==> config.mk <==
export PLATFORM = sky130hd
export DESIGN_NAME = traffic_light_monitor
export DESIGN_NICKNAME = d
export VERILOG_FILES = /design/src/rtl/traffic_pkg.sv /design/src/rtl/sat_counter.sv /design/src/rtl/traffic_light_monitor.sv
export SDC_FILE = /design/constraint.sdc
export NUM_CORES = 1
export LEC_CHECK = 0
export CAP_MARGIN = 30
export CORE_MARGIN = 10
export CORE_UTILIZATION = 56
export DETAILED_ROUTE_END_ITERATION = 8
export GPL_TIMING_DRIVEN = 0
export PLACE_DENSITY = 0.84
export SYNTH_ARGS = -nofsm -noshare
export SYNTH_HDL_FRONTEND = slang
export SYNTH_SLANG_ARGS = --single-unit
==> constraint.sdc <==
create_clock -name clk -period 3.7 [get_ports clk]
set_clock_uncertainty 0.1 [all_clocks]
set_input_delay 0.74 -clock clk [delete_from_list [all_inputs] [get_ports clk]]
set_output_delay 0.74 -clock clk [all_outputs]
set_load 0.02 [all_outputs]
==> src/rtl/traffic_pkg.sv <==
// Lamp encodings, monitor states and fault codes shared by the traffic
// controller and its monitor.
package traffic_pkg;

    localparam logic [2:0] L1_OFF = 3'b000;
    localparam logic [2:0] L1_RED = 3'b100;
    localparam logic [2:0] L1_YEL = 3'b010;
    localparam logic [2:0] L1_GRN = 3'b001;

    localparam logic [1:0] L2_OFF  = 2'b00;
    localparam logic [1:0] L2_STOP = 2'b10;
    localparam logic [1:0] L2_WALK = 2'b01;

    typedef enum logic [2:0] {
        MON_OFF    = 3'd0,
        MON_RED    = 3'd1,
        MON_GREEN  = 3'd2,
        MON_YELLOW = 3'd3,
        MON_FAULT  = 3'd4
    } mon_state_e;

    localparam logic [2:0] FC_NONE          = 3'd0;
    localparam logic [2:0] FC_NOT_ONEHOT    = 3'd1;
    localparam logic [2:0] FC_CONFLICT      = 3'd2;
    localparam logic [2:0] FC_ILLEGAL_TRANS = 3'd3;
    localparam logic [2:0] FC_SHORT_GREEN   = 3'd4;
    localparam logic [2:0] FC_SHORT_YELLOW  = 3'd5;
    localparam logic [2:0] FC_OFF_ACTIVE    = 3'd6;

endpackage

==> src/rtl/sat_counter.sv <==
// Saturating up-counter with synchronous clear, load and increment.
module sat_counter #(
    parameter int W = 16
) (
    input  logic         clk,
    input  logic         rst,
    input  logic         clr_i,
    input  logic         load_i,
    input  logic [W-1:0] load_val_i,
    input  logic         inc_i,
    output logic [W-1:0] count_o
);

    logic [W-1:0] count_q, count_d;

    // Clear beats load beats increment; the count sticks at all-ones.
    always_comb begin
        count_d = count_q;
        if (clr_i) begin
            count_d = '0;
        end else if (load_i) begin
            count_d = load_val_i;
        end else if (inc_i && (count_q != {W{1'b1}})) begin
            count_d = count_q + W'(1);
        end
    end

    always_ff @(posedge clk) begin
        if (rst) begin
            count_q <= '0;
        end else begin
            count_q <= count_d;
        end
    end

    assign count_o = count_q;

endmodule

==> src/rtl/traffic_light_monitor.sv <==
// Passive watchdog on the traffic controller lamp buses: checks phase order,
// minimum dwell and lamp conflicts, latches the first fault, counts cycles.
module traffic_light_monitor
    import traffic_pkg::*;
#(
    parameter int MIN_GREEN  = 8,
    parameter int MIN_YELLOW = 2,
    parameter int CNT_W      = 16
) (
    input  logic             clk,
    input  logic             rst,
    input  logic             on,
    input  logic [2:0]       light1,
    input  logic [1:0]       light2,
    input  logic             clr,
    output logic             fault,
    output logic [2:0]       fault_code,
    output logic             cycle_done,
    output logic [CNT_W-1:0] cycle_count
);

    mon_state_e state_q, state_d;
    logic       partial_q, partial_d;
    logic       off_grace_q, off_grace_d;
    logic       seq_q, seq_d;
    logic       fault_q, fault_d;
    logic [2:0] code_q, code_d;
    logic       done_q, done_d;

    logic [CNT_W-1:0] dwell;
    logic             dwell_clr, dwell_load, dwell_inc;
    logic             cnt_inc;

    mon_state_e lamp_state;
    logic       l1_legal, l2_legal, running, changed, legal_step;
    logic [2:0] viol;

    sat_counter #(.W(CNT_W)) u_dwell (
        .clk        (clk),
        .rst        (rst),
        .clr_i      (dwell_clr),
        .load_i     (dwell_load),
        .load_val_i (CNT_W'(1)),
        .inc_i      (dwell_inc),
        .count_o    (dwell)
    );

    sat_counter #(.W(CNT_W)) u_cycles (
        .clk        (clk),
        .rst        (rst),
        .clr_i      (1'b0),
        .load_i     (1'b0),
        .load_val_i ('0),
        .inc_i      (cnt_inc),
        .count_o    (cycle_count)
    );

    always_comb begin
        lamp_state = MON_OFF;
        case (light1)
            L1_RED:  lamp_state = MON_RED;
            L1_YEL:  lamp_state = MON_YELLOW;
            L1_GRN:  lamp_state = MON_GREEN;
            default: lamp_state = MON_OFF;
        endcase
        l1_legal   = (light1 == L1_RED) || (light1 == L1_YEL) || (light1 == L1_GRN);
        l2_legal   = (light2 == L2_STOP) || (light2 == L2_WALK);
        running    = (state_q == MON_RED) || (state_q == MON_GREEN) || (state_q == MON_YELLOW);
        changed    = running && (lamp_state != state_q);
        legal_step = ((state_q == MON_GREEN)  && (lamp_state == MON_YELLOW)) ||
                     ((state_q == MON_YELLOW) && (lamp_state == MON_RED))    ||
                     ((state_q == MON_RED)    && (lamp_state == MON_GREEN));
    end

    // Ordered lowest code first so the smallest applicable code is reported.
    always_comb begin
        viol = FC_NONE;
        if (on && (!l1_legal || !l2_legal)) begin
            viol = FC_NOT_ONEHOT;
        end else if (on && (light2 == L2_WALK) && ((light1 == L1_GRN) || (light1 == L1_YEL))) begin
            viol = FC_CONFLICT;
        end else if (on && changed && !legal_step) begin
            viol = FC_ILLEGAL_TRANS;
        end else if (on && (state_q == MON_GREEN) && (lamp_state == MON_YELLOW) &&
                     !partial_q && (dwell < CNT_W'(MIN_GREEN))) begin
            viol = FC_SHORT_GREEN;
        end else if (on && (state_q == MON_YELLOW) && (lamp_state == MON_RED) &&
                     !partial_q && (dwell < CNT_W'(MIN_YELLOW))) begin
            viol = FC_SHORT_YELLOW;
        end else if (!on && !off_grace_q && ((light1 != L1_OFF) || (light2 != L2_OFF))) begin
            viol = FC_OFF_ACTIVE;
        end
    end

    always_comb begin
        state_d     = state_q;
        partial_d   = partial_q;
        off_grace_d = off_grace_q;
        seq_d       = seq_q;
        fault_d     = fault_q;
        code_d      = code_q;
        done_d      = 1'b0;
        dwell_clr   = 1'b0;
        dwell_load  = 1'b0;
        dwell_inc   = 1'b0;
        cnt_inc     = 1'b0;

        if (clr) begin
            state_d     = MON_OFF;
            partial_d   = 1'b1;
            off_grace_d = 1'b1;
            seq_d       = 1'b0;
            fault_d     = 1'b0;
            code_d      = FC_NONE;
            dwell_clr   = 1'b1;
        end else if (state_q == MON_FAULT) begin
            state_d = MON_FAULT;
        end else if (viol != FC_NONE) begin
            state_d = MON_FAULT;
            fault_d = 1'b1;
            code_d  = viol;
        end else if (!on) begin
            state_d     = MON_OFF;
            partial_d   = 1'b1;
            off_grace_d = 1'b0;
            seq_d       = 1'b0;
            dwell_clr   = 1'b1;
        end else begin
            off_grace_d = 1'b1;
            if (state_q == MON_OFF) begin
                state_d    = lamp_state;
                partial_d  = 1'b1;
                seq_d      = 1'b0;
                dwell_load = 1'b1;
            end else if (lamp_state == state_q) begin
                dwell_inc = 1'b1;
            end else begin
                // seq_q marks a fully observed green; the cycle only counts
                // once that green has been followed by yellow and red.
                state_d    = lamp_state;
                partial_d  = 1'b0;
                dwell_load = 1'b1;
                if (state_q == MON_GREEN) begin
                    seq_d = !partial_q;
                end else if (state_q == MON_RED) begin
                    if (!partial_q && seq_q) begin
                        done_d  = 1'b1;
                        cnt_inc = 1'b1;
                    end
                    seq_d = 1'b0;
                end
            end
        end
    end

    always_ff @(posedge clk) begin
        if (rst) begin
            state_q     <= MON_OFF;
            partial_q   <= 1'b1;
            off_grace_q <= 1'b1;
            seq_q       <= 1'b0;
            fault_q     <= 1'b0;
            code_q      <= FC_NONE;
            done_q      <= 1'b0;
        end else begin
            state_q     <= state_d;
            partial_q   <= partial_d;
            off_grace_q <= off_grace_d;
            seq_q       <= seq_d;
            fault_q     <= fault_d;
            code_q      <= code_d;
            done_q      <= done_d;
        end
    end

    assign fault      = fault_q;
    assign fault_code = code_q;
    assign cycle_done = done_q;

endmodule
* Word-level counts from Yosys, hierarchy flattened
Cells that the tools add are included.
** Operators by class
- $add $sub $neg :: 2
- Divide/modulo/power cells :: 0
- $mul :: 0
- Shifts and indexed selects :: 0
- Bitwise gates (word level) :: 3
- $lt $le $gt $ge :: 2
- Reduce and logical (&&, ||, !) cells :: 51
- Eq/ne operators :: 20
- Mux-type cells :: 48
** Operators by type and width (count)
- $mux 1 :: 36
- $mux 3 :: 11
- $add 16x1->16 const B :: 2
- $ne 16x16->1 const B :: 2
- $logic_and 1x1->1 :: 22
- $lt 16x2->1 const B :: 1
- $lt 16x4->1 const B :: 1
- $eq 3x2->1 const B :: 5
- $logic_or 1x1->1 :: 10
- $eq 3x1->1 const B :: 3
- $eq 3x3->1 const B :: 2
- $logic_not 1->1 :: 6
- $pmux 2 s3 :: 1
- $reduce_bool 3->1 :: 2
- $ne 5x5->1 const B :: 1
- $reduce_or 5->1 :: 1
- $ne 4x1->1 const B :: 1
- $reduce_and 2->1 :: 2
- $reduce_and 4->1 :: 1
- $reduce_bool 2->1 :: 2
- $reduce_or 2->1 :: 2
- $eq 3x3->1 :: 1
- $logic_not 3->1 :: 1
- $ne 3x3->1 :: 1
- 7 further kinds :: 9
** Storage, ports and cells
- Memories :: 0
- Word-level logic and storage cells :: 137
- Output and inout bits :: 21
- Latch bits :: 0
- Bits in read-only memories :: 0
- Register bits after elaboration :: 43
- Input bits :: 9
- RAM bits :: 0

* Logic depth before layout (Yosys ltp)
- Depth in word-level cells :: 18
- Depth in mapped cells :: 10

* Cells and area by module
A second synthesis with hierarchy kept.
** Second synthesis, totals
- Cell total of the unflattened synthesis :: 357
- Area, all modules :: 2926.6 µm²
** Modules (own cells, without submodules)
- sat_counter at u_dwell :: area each 1017.2 µm², times used 1, cells each 121
- sat_counter at u_cycles :: area each 973.4 µm², times used 1, cells each 120
- traffic_light_monitor :: area each 935.9 µm², times used 1, cells each 116

* Worst setup path before layout
OpenSTA, ideal clock, no wires.
- Kind :: input to register
- From :: in light1[1]
- To :: reg u_cycles.count_q[14], in the netlist u_cycles.count_o[14]
- Cell stages on the path :: 7
- Data arrival time :: 2.720 ns
- Slack :: 0.809 ns
- Cells stage by stage :: or3b_1 -> o311a_1 -> o2111ai_2 -> or3b_1 -> buf_2 -> or4_1 -> a21oi_1
** On the way
- Longest elaborated chain between the ends :: 16
- Elaborated cells between the ends (all ways) :: 48
- Those cells by class :: 8 x eq/ne; 13 x mux; 27 x reduce/logical
** Ends and longest elaborated chain
- from (decl) :: line traffic_light_monitor.sv:13 : input logic [2:0] light1,
- $eq 3x1->1, or another cell as far along :: line traffic_light_monitor.sv:60, traffic_light_monitor.sv:66, traffic_light_monitor.sv:80
- $pmux 2 s3 :: line traffic_light_monitor.sv:60 : case (light1)
- $eq 3x1->1 or $eq 3x2->1 (tied branches)
- $logic_and 1x1->1, on equally long branches :: line traffic_light_monitor.sv:87, traffic_light_monitor.sv:70, traffic_light_monitor.sv:71
- $logic_and 1x1->1 or $logic_or 1x1->1 (tied branches) :: line traffic_light_monitor.sv:87, traffic_light_monitor.sv:70
- $logic_and 1x1->1 or $logic_or 1x1->1 (tied branches) :: line traffic_light_monitor.sv:88, traffic_light_monitor.sv:71
- $mux 3 or $logic_not 1->1 (tied branches) :: line traffic_light_monitor.sv:87, traffic_light_monitor.sv:82
- $mux 3 or $logic_and 1x1->1 (tied branches) :: line traffic_light_monitor.sv:84, traffic_light_monitor.sv:82
- $mux 3 :: line traffic_light_monitor.sv:82 : end else if (on && changed && !legal_step) begin
- $mux 3 :: line traffic_light_monitor.sv:80 : end else if (on && (light2 == L2_WALK) && ((light1 == L1_GRN) || (light1 == L1_YEL))) begin
- $mux 3 :: line traffic_light_monitor.sv:78 : if (on && (!l1_legal || !l2_legal)) begin
- $reduce_bool 3->1 :: line traffic_light_monitor.sv:118 : end else if (viol != FC_NONE) begin
- $mux 1 *
- $mux 1 * :: line traffic_light_monitor.sv:116 : end else if (state_q == MON_FAULT) begin
- $mux 1 *
- $logic_and 1x1->1 * :: line sat_counter.sv:23 : end else if (inc_i && (count_q != {W{1'b1}})) begin
- to (signal assigned) :: line sat_counter.sv:32 : count_q <= count_d;
- to (decl) :: line sat_counter.sv:14 : logic [W-1:0] count_q, count_d;
Every way passes the cells marked *; elsewhere a longest branch is shown, timed or not.
A chain may end at the register's enable or synchronous reset.

* Worst setup path in the final report
- From :: in light1[2]
- To :: reg u_cycles.count_q[12], in the netlist u_cycles.count_o[12]
The elaborated chain is that of the path after synthesis.

==> flow_summary.ini <==
[logic_synthesis]
yosysSeqAreaShare_pct = 32.2
synth_cell_type_count = 58
synth-xor-area-share_pct = 0.655
synth-compound-area-share_pct = 22.0
synth_mux_area_share_pct = 2.95
yosysWarningCount = 0
yosys_register_bits = 43
yosys.area_share.simple_pct = 34.8
async_reset_ff_share_pct = 0
synth_flop_cell = dfxtp_1
synth_fa_ha_area_share_pct = 2.25
synth_edf_count = 0
synth_cells = 330
synth_nets = 343
synth_area_per_cell_um2 = 8.11
syn_area_um2 = 2680
synth_top_family_by_area = simple AND/OR/NAND/NOR gates

[power_and_ir_drop]
powerDensity_nw_per_um2 = 291
cellLeakagePower_nw = 1.02
ir_drop_mv = 0.217

[sta]
period_needed_ps = 3520
fin_ws_ps = 179
slew_viol_final = 0
final_hold_viol_count = 0
max_freq_mhz = 284
finalCritPeriodShare_pct = 95.2
setup_violations = 0
worst_slew_pin_slew_ps = 685
rsz0062_at_grt = no
hold_slack_ps = 402
slew_headroom_pct = 53.7
setup-tns-final_ps = 0

[grt]
grt-ovfl-total = 0
grt_pass1_vias = 2631
grtUsageTotal_pct = 18.9
antenna_found_initial = 0
grt_pass1_wl_um = 12000
grt_max_degree = 13

[die]
std_cell_rows = 25
chipHeight_um = 89.1
dieArea_um2 = 7940
die_x_um = 89.1
start_util_pct = 57.4
core-area_um2 = 4660
design.portCount = 30

[clock_tree]
cts_root_buffer = clkbuf_8
clk_latency_ps = 310
cts.path.max_buffers = 2
cts_made_buffers = 5
path_clk_slew_ps = 90
cts_num_sinks = 43
cts_tree = yes
htreeDepth = 2

[final_layout]
multi_input_area_um2 = 1680
antenna_cells = 0
final_cell_area_um2 = 3130
finalNetCount = 379
register_area_um2 = 861
final_cell_mix = dfxtp_1, clkdlybuf4s50_1, nor2_1, a21oi_1
syn_to_final_growth_pct = 17.0
fin_util_pct = 67.2
final_common_cell = dfxtp_1
layout-drive-gt1-share_pct = 9.29
fill_cells = 407

[routing]
vias = 2754
maxUsedRoutingLayer = met4
drc = 0
wire_per_inst_um = 17.6
drt_wl_total_um = 7370
firstDrtPassIters = 5
drtAntennaViolNets = 0
vias_per_cell = 6.56
drt-met1-wl_um = 3160
wl_met2_um = 3630
routed-wl-met3_um = 429
drt_iter0_drc = 237

[hold_path]
hp-class = reg2reg

[worst_setup_path]
end_kind = flip-flop
worst_setup_path_start_kind = input pin
required_ps = 3810
cp_max_fo = 10
worstPathArrival_ps = 3630
worst-setup-path-type = in2reg

[placement]
post-place-ws_ps = -196
dpl_cell_area_um2 = 3030
gp_congestion = 0.882
port_buffers = 29
hpwlAfterDp_um = 5090

[run_status]
outcome = finished clean

[flow_run]
cap_violations = 0
-- power breakdown --
part           switching [W]  internal, W
Combinational      0.0000864    0.0000448
Clock               0.000165     0.000147
Sequential        0.00000324     0.000466
Total               0.000254     0.000658
-- worst max-delay path, stage by stage --
cell             delay [ps]
clkdlybuf4s50_1         550
or3b_1                  420
or4_1                   530
a22oi_1                 340
nand3b_2                320
buf_2                   280
buf_4                   210
nor3_1                   60
o21a_1                  170
-- cell type report --
type	instances	share of cell area, %
Inverter	11	1.32
Clock buffer	6	2.64
Clock inverter	1	0.160
Buffer	22	3.28
Tap cell	54	2.16
Timing Repair Buffer	29	9.27
Sequential cell	43	27.5
Multi-Input combinational cell	254	53.7
-- final timing paths --
path | start | to | slack (ps) | depth (start not counted)
hold / removal | fault$_SDFFE_PP0P_ | fault$_SDFFE_PP0P_ | 400 | 2
setup reg to reg | state_q[1]$_SDFFE_PP0P_ | u_cycles.count_o[12]$_SDFFE_PP0P_ | 680 | 9
hold reg to reg | fault$_SDFFE_PP0P_ | fault$_SDFFE_PP0P_ | 400 | 2
setup / recovery | light1[2] | u_cycles.count_o[12]$_SDFFE_PP0P_ | 180 | 9
-- registers in the layout, summed over array words and instances (netlist names) --
name and cells:
state_q 3, partial_q 1, fault 1, u_dwell.count_o 16, off_grace_q 1, seq_q 1
cycle_done 1, u_cycles.count_o 16, fault_code 3
-- cell families (layout without fill, tap and decap cells) --
| kind of cell | after synthesis | after routing |
|---|---|---|
| flip-flops | 43 | 43 |
| XOR/XNOR | 2 | 2 |
| AO/OA/AOI/OAI | 86 | 86 |
| buffers and inverters | 33 | 69 |
| adder cells (fa/ha/maj) | 5 | 5 |
| AND/OR/NAND/NOR | 154 | 154 |
| multiplexers | 7 | 7 |
-- layer usage --
layer | vias up | global-route usage, %
li1 | 1329 | -
met5 | - | 0
met2 | 93 | 31.5
met1 | 1313 | 22.4
met3 | 19 | 4.56
met4 | 0 | 8.53
-- through the flow --
step	total power, W	cells
floorplan	0.000564	330
global placement	0.000605	413
detailed placement	0.000606	413
CTS	0.000911	420
global route	0.000946	420
finish	0.000912	420
-- synth_stat cells (all sizes together) (2+ instances only) --
master / instances / area share [%]
xnor2: 2 / 0.65
buf: 10 / 2.0
o31ai: 17 / 5.0
o21a: 8 / 2.2
a21oi: 25 / 4.7
and4: 6 / 2.0
nor2: 25 / 3.5
nor3: 10 / 1.9
nor4b: 5 / 1.6
o21ai: 14 / 2.6
nand2: 18 / 2.5
or2: 5 / 1.2
or4b: 2 / 0.75
dfxtp: 43 / 32
ha: 4 / 1.9
nor2b: 8 / 1.9
or3: 3 / 0.70
a311oi: 2 / 0.65
nor4bb: 5 / 1.9
clkbuf: 12 / 1.7
nand3: 18 / 3.4
nand4b: 2 / 0.65
mux2: 7 / 2.9
nor4: 7 / 1.6
and3: 5 / 1.2
o21ba: 2 / 0.75
and2: 2 / 0.47
or4: 17 / 4.8
or3b: 2 / 0.65
inv: 11 / 1.5
a21boi: 3 / 0.84
a31oi: 3 / 0.70
nand4: 7 / 1.6
-- timing repair --
action,4_1_cts,5_1_grt
buffers inserted,0,0
hold buffers,0,0
endpoints found under the setup margin,0,20
resized for setup,0,8
Power figures use the tool's default switching activity.
